## src/rtl/keypad_pkg.sv

```systemverilog
// Shared types and constants for the 4x4 keypad scanner.
package keypad_pkg;

  typedef enum logic [1:0] {
    SCAN     = 2'd0,
    DEBOUNCE = 2'd1,
    ACCEPT   = 2'd2,
    RELEASE  = 2'd3
  } state_e;

  localparam logic [3:0] KEY_UP     = 4'h2;
  localparam logic [3:0] KEY_LEFT   = 4'h4;
  localparam logic [3:0] KEY_RIGHT  = 4'h6;
  localparam logic [3:0] KEY_DOWN   = 4'h8;
  localparam logic [3:0] KEY_STAR   = 4'hE;
  localparam logic [3:0] KEY_HASH   = 4'hF;

  localparam logic [3:0] COLS_RESET = 4'b1110;
  localparam logic [3:0] ROWS_IDLE  = 4'b1111;

  // Lowest-indexed active-low row; multiple presses resolve to the lowest row.
  function automatic logic [1:0] low_row(input logic [3:0] rows);
    logic [1:0] idx;
    idx = 2'd0;
    for (int i = 3; i >= 0; i--) begin
      if (!rows[i]) idx = 2'(i);
    end
    return idx;
  endfunction

  // Index of the single driven (low) column.
  function automatic logic [1:0] col_index(input logic [3:0] cols);
    logic [1:0] idx;
    case (cols)
      4'b1101: idx = 2'd1;
      4'b1011: idx = 2'd2;
      4'b0111: idx = 2'd3;
      default: idx = 2'd0;
    endcase
    return idx;
  endfunction

endpackage

```

## src/rtl/keypad_decoder.sv

```systemverilog
// Maps a (column, row) position on the keypad to its 4-bit key code.
module keypad_decoder
  import keypad_pkg::*;
(
  input  logic [1:0] col_i,
  input  logic [1:0] row_i,
  output logic [3:0] code_c_o
);

  // Row-major key map: 1 2 3 A / 4 5 6 B / 7 8 9 C / * 0 # D
  always_comb begin
    code_c_o = 4'h0;
    case ({row_i, col_i})
      4'b0000: code_c_o = 4'h1;
      4'b0001: code_c_o = KEY_UP;
      4'b0010: code_c_o = 4'h3;
      4'b0011: code_c_o = 4'hA;
      4'b0100: code_c_o = KEY_LEFT;
      4'b0101: code_c_o = 4'h5;
      4'b0110: code_c_o = KEY_RIGHT;
      4'b0111: code_c_o = 4'hB;
      4'b1000: code_c_o = 4'h7;
      4'b1001: code_c_o = KEY_DOWN;
      4'b1010: code_c_o = 4'h9;
      4'b1011: code_c_o = 4'hC;
      4'b1100: code_c_o = KEY_STAR;
      4'b1101: code_c_o = 4'h0;
      4'b1110: code_c_o = KEY_HASH;
      default: code_c_o = 4'hD;
    endcase
  end

endmodule

```

## src/rtl/keypad_scanner.sv

```systemverilog
// Column-scanning, debouncing 4x4 keypad front end: one code + one strobe per press.
module keypad_scanner
  import keypad_pkg::*;
#(
  parameter int unsigned SCAN_DIV       = 50000,
  parameter int unsigned DEBOUNCE_TICKS = 20
) (
  input  logic       clk_50MHz_i,
  input  logic       rst_async_la_i,
  input  logic [3:0] rows_i,
  output logic [3:0] cols_o,
  output logic [3:0] key_o,
  output logic       enable_move_o,
  output logic       key_held_o
);

  localparam int unsigned DIV_W = (SCAN_DIV > 1) ? $clog2(SCAN_DIV) : 1;
  localparam int unsigned DEB_W = (DEBOUNCE_TICKS > 1) ? $clog2(DEBOUNCE_TICKS) : 1;
  localparam logic [DIV_W-1:0] DIV_LAST = DIV_W'(SCAN_DIV - 1);
  localparam logic [DEB_W-1:0] DEB_LAST = DEB_W'(DEBOUNCE_TICKS - 1);

  logic [3:0]       sync1_q, rs_q;
  logic [DIV_W-1:0] div_q;
  state_e           state_q, state_d;
  logic [3:0]       cols_q, cols_d;
  logic [DEB_W-1:0] deb_q, deb_d;
  logic [1:0]       cand_col_q, cand_col_d;
  logic [1:0]       cand_row_q, cand_row_d;
  logic [3:0]       key_q, key_d;
  logic             strobe_q, strobe_d;
  logic             held_q, held_d;

  logic             tick_c;
  logic             idle_c;
  logic             same_row_c;
  logic [1:0]       cur_row_c;
  logic [3:0]       cols_adv_c;
  logic [DEB_W-1:0] deb_inc_c;
  logic [3:0]       code_c;

  assign tick_c     = (div_q == DIV_LAST);
  assign idle_c     = (rs_q == ROWS_IDLE);
  assign cur_row_c  = low_row(rs_q);
  assign same_row_c = !idle_c && (cur_row_c == cand_row_q);
  assign cols_adv_c = {cols_q[2:0], cols_q[3]};
  assign deb_inc_c  = deb_q + DEB_W'(1);

  keypad_decoder u_decoder (
    .col_i    (cand_col_q),
    .row_i    (cand_row_q),
    .code_c_o (code_c)
  );

  // Two-flop synchronizer for the asynchronous, idle-high row lines.
  always_ff @(posedge clk_50MHz_i or negedge rst_async_la_i) begin
    if (!rst_async_la_i) begin
      sync1_q <= ROWS_IDLE;
      rs_q    <= ROWS_IDLE;
    end else begin
      sync1_q <= rows_i;
      rs_q    <= sync1_q;
    end
  end

  // Free-running column dwell counter; rows are sampled only on its last count.
  always_ff @(posedge clk_50MHz_i or negedge rst_async_la_i) begin
    if (!rst_async_la_i) div_q <= '0;
    else if (tick_c)     div_q <= '0;
    else                 div_q <= div_q + DIV_W'(1);
  end

  // FSM state register.
  always_ff @(posedge clk_50MHz_i or negedge rst_async_la_i) begin
    if (!rst_async_la_i) state_q <= SCAN;
    else                 state_q <= state_d;
  end

  // FSM next-state logic.
  always_comb begin
    state_d = state_q;
    case (state_q)
      SCAN:     if (tick_c && !idle_c) state_d = DEBOUNCE;
      DEBOUNCE: begin
        if (tick_c) begin
          if (!same_row_c)                 state_d = SCAN;
          else if (deb_inc_c == DEB_LAST)  state_d = ACCEPT;
        end
      end
      ACCEPT:   state_d = RELEASE;
      RELEASE:  if (tick_c && idle_c && (deb_inc_c == DEB_LAST)) state_d = SCAN;
      default:  state_d = SCAN;
    endcase
  end

  // FSM output and datapath next values; the strobe defaults low so it lasts one clock.
  always_comb begin
    cols_d     = cols_q;
    deb_d      = deb_q;
    cand_col_d = cand_col_q;
    cand_row_d = cand_row_q;
    key_d      = key_q;
    strobe_d   = 1'b0;
    held_d     = held_q;
    case (state_q)
      SCAN: begin
        if (tick_c) begin
          if (idle_c) begin
            cols_d = cols_adv_c;
          end else begin
            cand_col_d = col_index(cols_q);
            cand_row_d = cur_row_c;
            deb_d      = '0;
          end
        end
      end
      DEBOUNCE: begin
        if (tick_c) begin
          if (same_row_c) deb_d  = deb_inc_c;
          else            cols_d = cols_adv_c;
        end
      end
      ACCEPT: begin
        key_d    = code_c;
        strobe_d = 1'b1;
        held_d   = 1'b1;
        deb_d    = '0;
      end
      RELEASE: begin
        if (tick_c) begin
          if (!idle_c) begin
            deb_d = '0;
          end else if (deb_inc_c == DEB_LAST) begin
            deb_d  = '0;
            held_d = 1'b0;
            cols_d = cols_adv_c;
          end else begin
            deb_d = deb_inc_c;
          end
        end
      end
      default: ;
    endcase
  end

  // Datapath and output registers.
  always_ff @(posedge clk_50MHz_i or negedge rst_async_la_i) begin
    if (!rst_async_la_i) begin
      cols_q     <= COLS_RESET;
      deb_q      <= '0;
      cand_col_q <= 2'd0;
      cand_row_q <= 2'd0;
      key_q      <= 4'h0;
      strobe_q   <= 1'b0;
      held_q     <= 1'b0;
    end else begin
      cols_q     <= cols_d;
      deb_q      <= deb_d;
      cand_col_q <= cand_col_d;
      cand_row_q <= cand_row_d;
      key_q      <= key_d;
      strobe_q   <= strobe_d;
      held_q     <= held_d;
    end
  end

  assign cols_o        = cols_q;
  assign key_o         = key_q;
  assign enable_move_o = strobe_q;
  assign key_held_o    = held_q;

endmodule

```

## config.mk

```make
export PLATFORM = sky130hd
export DESIGN_NAME = keypad_scanner
export DESIGN_NICKNAME = d
export VERILOG_FILES = /design/src/rtl/keypad_pkg.sv /design/src/rtl/keypad_decoder.sv /design/src/rtl/keypad_scanner.sv
export SDC_FILE = /design/constraint.sdc
export NUM_CORES = 1
export LEC_CHECK = 0
export ABC_AREA = 0
export BUFFER_PORTS_ARGS = -buffer_cell sky130_fd_sc_hd__buf_2
export CORE_MARGIN = 4
export CORE_UTILIZATION = 54
export DETAILED_ROUTE_END_ITERATION = 8
export GPL_TIMING_DRIVEN = 0
export PLACE_DENSITY = 0.73
export SETUP_SLACK_MARGIN = 0.1
export SLEW_MARGIN = 25
export SYNTH_ARGS = -nofsm -noshare
export SYNTH_HDL_FRONTEND = slang
export SYNTH_SLANG_ARGS = --single-unit
```

## constraint.sdc

```tcl
create_clock -name clk_50MHz_i -period 2.1 [get_ports clk_50MHz_i]
set_input_delay 0.21 -clock clk_50MHz_i [delete_from_list [all_inputs] [get_ports clk_50MHz_i]]
set_output_delay 0.21 -clock clk_50MHz_i [all_outputs]
set_load 0.01 [all_outputs]
```

Word-level counts from Yosys, hierarchy flattened --
Memory sizes are Yosys's and may differ from the RTL's. A register that Yosys moved wholly into a read port is not among the register bits. Index checks and enable logic that the tools add are counted.
Operators by class: add/subtract/negate cells 2, equal/unequal tests 22, multiplexer cells 33, bitwise operators 1, reduce and logical (&&, ||, !) cells 14
Operators with widths (count):
- 2-to-1 mux 5 bit | 7
- 2-to-1 mux 4 bit | 7
- inequality test 2 bit, second input constant | 11
- one-hot mux 5 bit (4 select lines) | 1
- 2-to-1 mux 2 bit | 9
- adder 16 x 1 -> 16 bit, second input constant | 1
- == test 16 bit, second input constant | 1
- 2-to-1 mux 16 bit | 1
- == test 4 bit, second input constant | 3
- one-hot mux 4 bit (3 select lines) | 1
- one-hot mux 2 bit (4 select lines) | 1
- AND reduction 4 bit | 2
- AND reduction 8 bit | 1
- one-hot mux 2 bit (3 select lines) | 1
- adder 5 x 1 -> 5 bit, second input constant | 1
- == test 5 bit, second input constant | 1
- AND reduction 5 bit | 1
- == test 2 bit, second input constant | 2
- == test 4 x 3 -> 1 bit, second input constant | 1
- logical AND 1 bit | 4
- 2-to-1 mux 1 bit | 4
- inequality test 3 bit, second input constant | 1
- AND reduction 3 bit | 1
- nonzero test 3 bit | 1
- other kinds (7) | 8
Word-level totals: register bits after elaboration 41, ROM bits 64, input port bits 6, output and inout bits 10, logic and storage cells 83, memories 1
Memory list:
- (no name shown) | words 16, width 4, read ports 1, clocked after memory_dff 1, wr ports 0, RTL line keypad_decoder.sv:13 | case ({row_i, col_i})

Depth between registers and ports, before layout --
depth in word-level cells 9, gate-level depth with buffers 7, gate-level depth less buffers 7

By module --
A second synthesis with hierarchy kept.
Unflattened totals: cell total of the unflattened synthesis 253, area, all modules 2552.4 sq um
Modules (own cells, without submodules):
- keypad_scanner | instances 1, cells each 237, area an instance 2397.3 sq um, sequential area each 1139.8 sq um
- keypad_decoder | instances 1, cells each 16, area an instance 155.1 sq um, sequential area each 0.0 sq um

Worst setup path after synthesis --
No wires, ideal clock.
path type reg-to-reg, start point register div_q[11], end point register cols_q[0] (netlist: cols_o[0]), library setup time 0.128 ns, arrival time 2.073 ns, required time 1.972 ns, slack -0.100 ns, stages on the path, launching flop included 6, buffers on the path 0, clock period less this slack 2.200 ns, cells stage by stage dfrtp_1 > or4b_4 > nor4_4 > nand3_2 > o32a_4 > mux2_1
On the way: cells in the longest elaborated chain, start to end 3, elaborated cells on any way between the ends 5, classes of those cells eq/ne: 4; reduce/logical: 1
Ends and longest elaborated chain:
- start: declaration | RTL line keypad_scanner.sv:23 | logic [DIV_W-1:0] div_q;
- start signal: assignment | RTL line keypad_scanner.sv:69 | else div_q <= div_q + DIV_W'(1);
- == test 16 bit * | RTL line keypad_scanner.sv:41 | assign tick_c = (div_q == DIV_LAST);
- inequality test 2 bit (no source line)
- AND reduction 8 bit (no source line) *
- end signal: assignment | RTL line keypad_scanner.sv:156 | cols_q <= cols_d;
- end: declaration | RTL line keypad_scanner.sv:25 | logic [3:0] cols_q, cols_d;
Every way passes the cells marked *; elsewhere a longest branch is shown, timed or not. A chain may end at the register's enable or synchronous reset.

Worst setup path after layout --
start point register div_q[13], end point register cols_q[0] (netlist: cols_o[0])
Same word-level chain as after synthesis.

==> reports/results.txt <==
Status -> complete, but fails checks
Violated checks -> negative setup slack
Commonest non-fill, non-tap cell in the layout -> dfrtp_1
Critical path arrival -> 2380 ps
Slew HR -> 56.7%
Nets@finish -> 290
Synth async-reset ratio -> 100%
Syn avg cell area -> 10.3 µm²
Beginning of the worst register-to-register path -> div_q[13]$_DFF_PN0_
Worst-Skew Late Latency -> 290 ps
Maximum clock rate -> 455 MHz
Syn Inst Count -> 232
Die area -> 0.00555 mm²
Initial Util -> 57.6%
CP Capture Type -> flop
Metal-1 WL -> 2.25 mm
Wirelength per Cell -> 14.3 µm
Root buffer cell -> clkbuf_8
Layout cells sized above 1 -> 33.6%
Die width -> 74.5 µm
Iteration-0 DRC Markers -> 116
Flip-flop and latch count after synthesis -> 45
CTS Sinks -> 45
Pwr/cell area -> 495 mW/mm²
Buffers on Ports -> 15
Via density per instance -> 5.76
Worst vdd ir -> 0.634 mV
Synth area leader -> dfrtp_1
P_leak -> 1.27 nW
Crit Path Max Fanout -> 4
DIE HEIGHT -> 74.5 µm
Gpl congestion -> 0.860
Synth Warn # -> 0
Final Setup Violations -> 6
Synth unique cells -> 57
Placed Instance Area -> 0.00253 mm²
Clock skew -> 12.1 ps
Type of origin of the critical path -> flop
Io pins -> 16
CP Data Required Time -> 2280 ps
Via Count -> 1,885
Place WS -> -271 ps
Post-route ant nets -> 0
Std-Cell Rows -> 23
Worst min path class -> in -> reg
Final slew viol count -> 0
Routed length on met3 -> 147 µm
Reg clk slew, reported paths -> 80 ps
First-pass GRT wire length -> 7.62 mm
Synth area leaders -> dfrtp_1 36%, dfstp_2 12%, nand2_1 4.4%, ha_1 4.2%, nand3_1 3.6%
Post-synth EDFFs -> 0
GRT Resource Usage Total -> 17.6%
Final Cell Area -> 0.00291 mm²
Min Tclk post-route -> 2200 ps
DR WL met2 -> 2.22 mm
MaxCap Viol Count -> 0
Post-Syn Area -> 0.00239 mm²
Largest net degree at the start of global routing -> 46
Worst-margin pin slew -> 643 ps
DP HPWL -> 2.99 mm
Max Used Layer -> met4
CTS tree -> built
PnR Total Power -> 1.44 mW
Worst setup slack after layout -> -98.7 ps
Post-synth top flop -> dfrtp_1
# DRC -> 0
Overall routed net length -> 4.66 mm
Commonest cells after routing, fill and taps aside -> 29 x dfrtp_1, 25 x nand2_1, 22 x buf_4, 18 x nor2_1
WS Path Type -> reg -> reg
Max clock buf depth -> 2
Area delta synth->final -> 21.9%
Top cell type's share of synthesized area -> 35.7%
# diodes -> 0
Core area -> 0.00414 mm²
GR Overflow Total -> 0
Sequential element share of the synthesized area -> 47.8%
Vias in the first global route -> 1,695
Pre-antenna DRT Iters -> 4
CTS Buf Count -> 5
Initial antenna violation count -> 0
H-tree levels -> 2
HP Start -> rows_i[2]
Fin crit share -> 105%
RSZ-0062 raised after global routing -> true
Critical Path Source -> div_q[13]$_DFF_PN0_
Synth Net Count -> 246
Final Hold Viols -> 0
## path summary, 6_finish.rpt
kind                                          to  slack (ps)  depth (start not counted)
hold / removal              sync1_q[2]$_DFF_PN1_          10                          1
setup reg to reg           cols_o[0]$_DFFE_PN0P_        -100                          6
max in group asynchronous     div_q[7]$_DFF_PN0_        1240                          2
hold reg to reg                rs_q[0]$_DFF_PN1_         360                          0
setup / recovery           cols_o[0]$_DFFE_PN0P_        -100                          6
min in group asynchronous   key_o[3]$_DFFE_PN0P_         430                          2
## registers in the layout (all words and copies together), names as in the netlist, named ones only
name           flops
cand_col_q         2
enable_move_o      1
deb_q              5
state_q            1
div_q             16
cols_o             4
cand_row_q         2
rs_q               4
key_o              4
sync1_q            4
key_held_o         1
## synth_stat cells, types with 3 or more instances
library cell,number
dfstp_2,11
o31ai_1,3
clkbuf_1,3
xor2_1,9
nand3_1,17
xnor2_1,7
mux2_1,4
dfrtp_1,34
nand2_1,28
a21oi_1,4
nand4_1,6
mux2i_1,4
inv_1,10
o211ai_1,3
nor2_1,18
ha_1,8
o21ai_0,15
## kinds of logic (layout without fill, tap and decap cells)
family / after synthesis / after routing / synth area share (%)
and+or+nand+nor: 94 / 94 / 21.4
AOI/OAI and AO/OA: 42 / 42 / 12.6
muxes: 10 / 10 / 4.98
buffers and inverters: 17 / 62 / 3.20
DFF: 45 / 45 / 47.8
adders and majority gates: 8 / 8 / 4.20
xor gates and xnor gates: 16 / 16 / 5.87
## worst max-delay path: stages (launching register included)
cell     delay, ps
dfrtp_2        430
or4b_4         550
nor4_4         340
buf_4          180
nand2_1         60
o32a_4         230
mux2_4         300
## where the power goes
| part | internal [mW] | total [mW] | leakage, nW | switching [mW] |
|---|---|---|---|---|
| Combinational | 0.0136 | 0.0369 | 0.652 | 0.0233 |
| Clock | 0.231 | 0.516 | 0.0482 | 0.285 |
| Sequential | 0.880 | 0.887 | 0.570 | 0.00681 |
| Total | 1.12 | 1.44 | 1.27 | 0.315 |
## through the flow
stage / hold slack [ps] / utilization [%] / setup TNS, ps / instances
6_report: 13.1 / 70.2 / -376 / 327
5_1_grt: 3.11 / 70.2 / -883 / 327
4_1_cts: 7.70 / 65.7 / -207 / 312
3_5_place_dp: 317 / 61.0 / -1070 / 297
3_3_place_gp: 314 / 61.0 / -785 / 297
2_1_floorplan: -85.6 / - / -43.0 / 232
## routing by layer
layer  global-route usage (%)  up-vias
met2                     26.0       36
met1                     25.8      920
met5                        0        -
met3                     2.84        4
li1                         -      925
met4                     6.72        0
## what timing repair did
action | CTS | global route
resized for setup | 12 | 21
hold buffers | 0 | 4
endpoints found under the hold margin | 0 | 37
endpoints found under the setup margin | 10 | 14
pin swaps | 5 | 5
setup buffers | 8 | 11
## area by class of cell
cell class,instances,area [µm²]
Buffer,5,32.5
Clock buffer,5,68.8
Clock inverter,3,16.3
Fill cell,325,1240
Inverter,11,41.3
Multi-Input combinational cell,170,1280
Sequential cell,45,1150
Tap cell,50,62.6
Timing Repair Buffer,38,260
(Power assumes the default switching activity.)
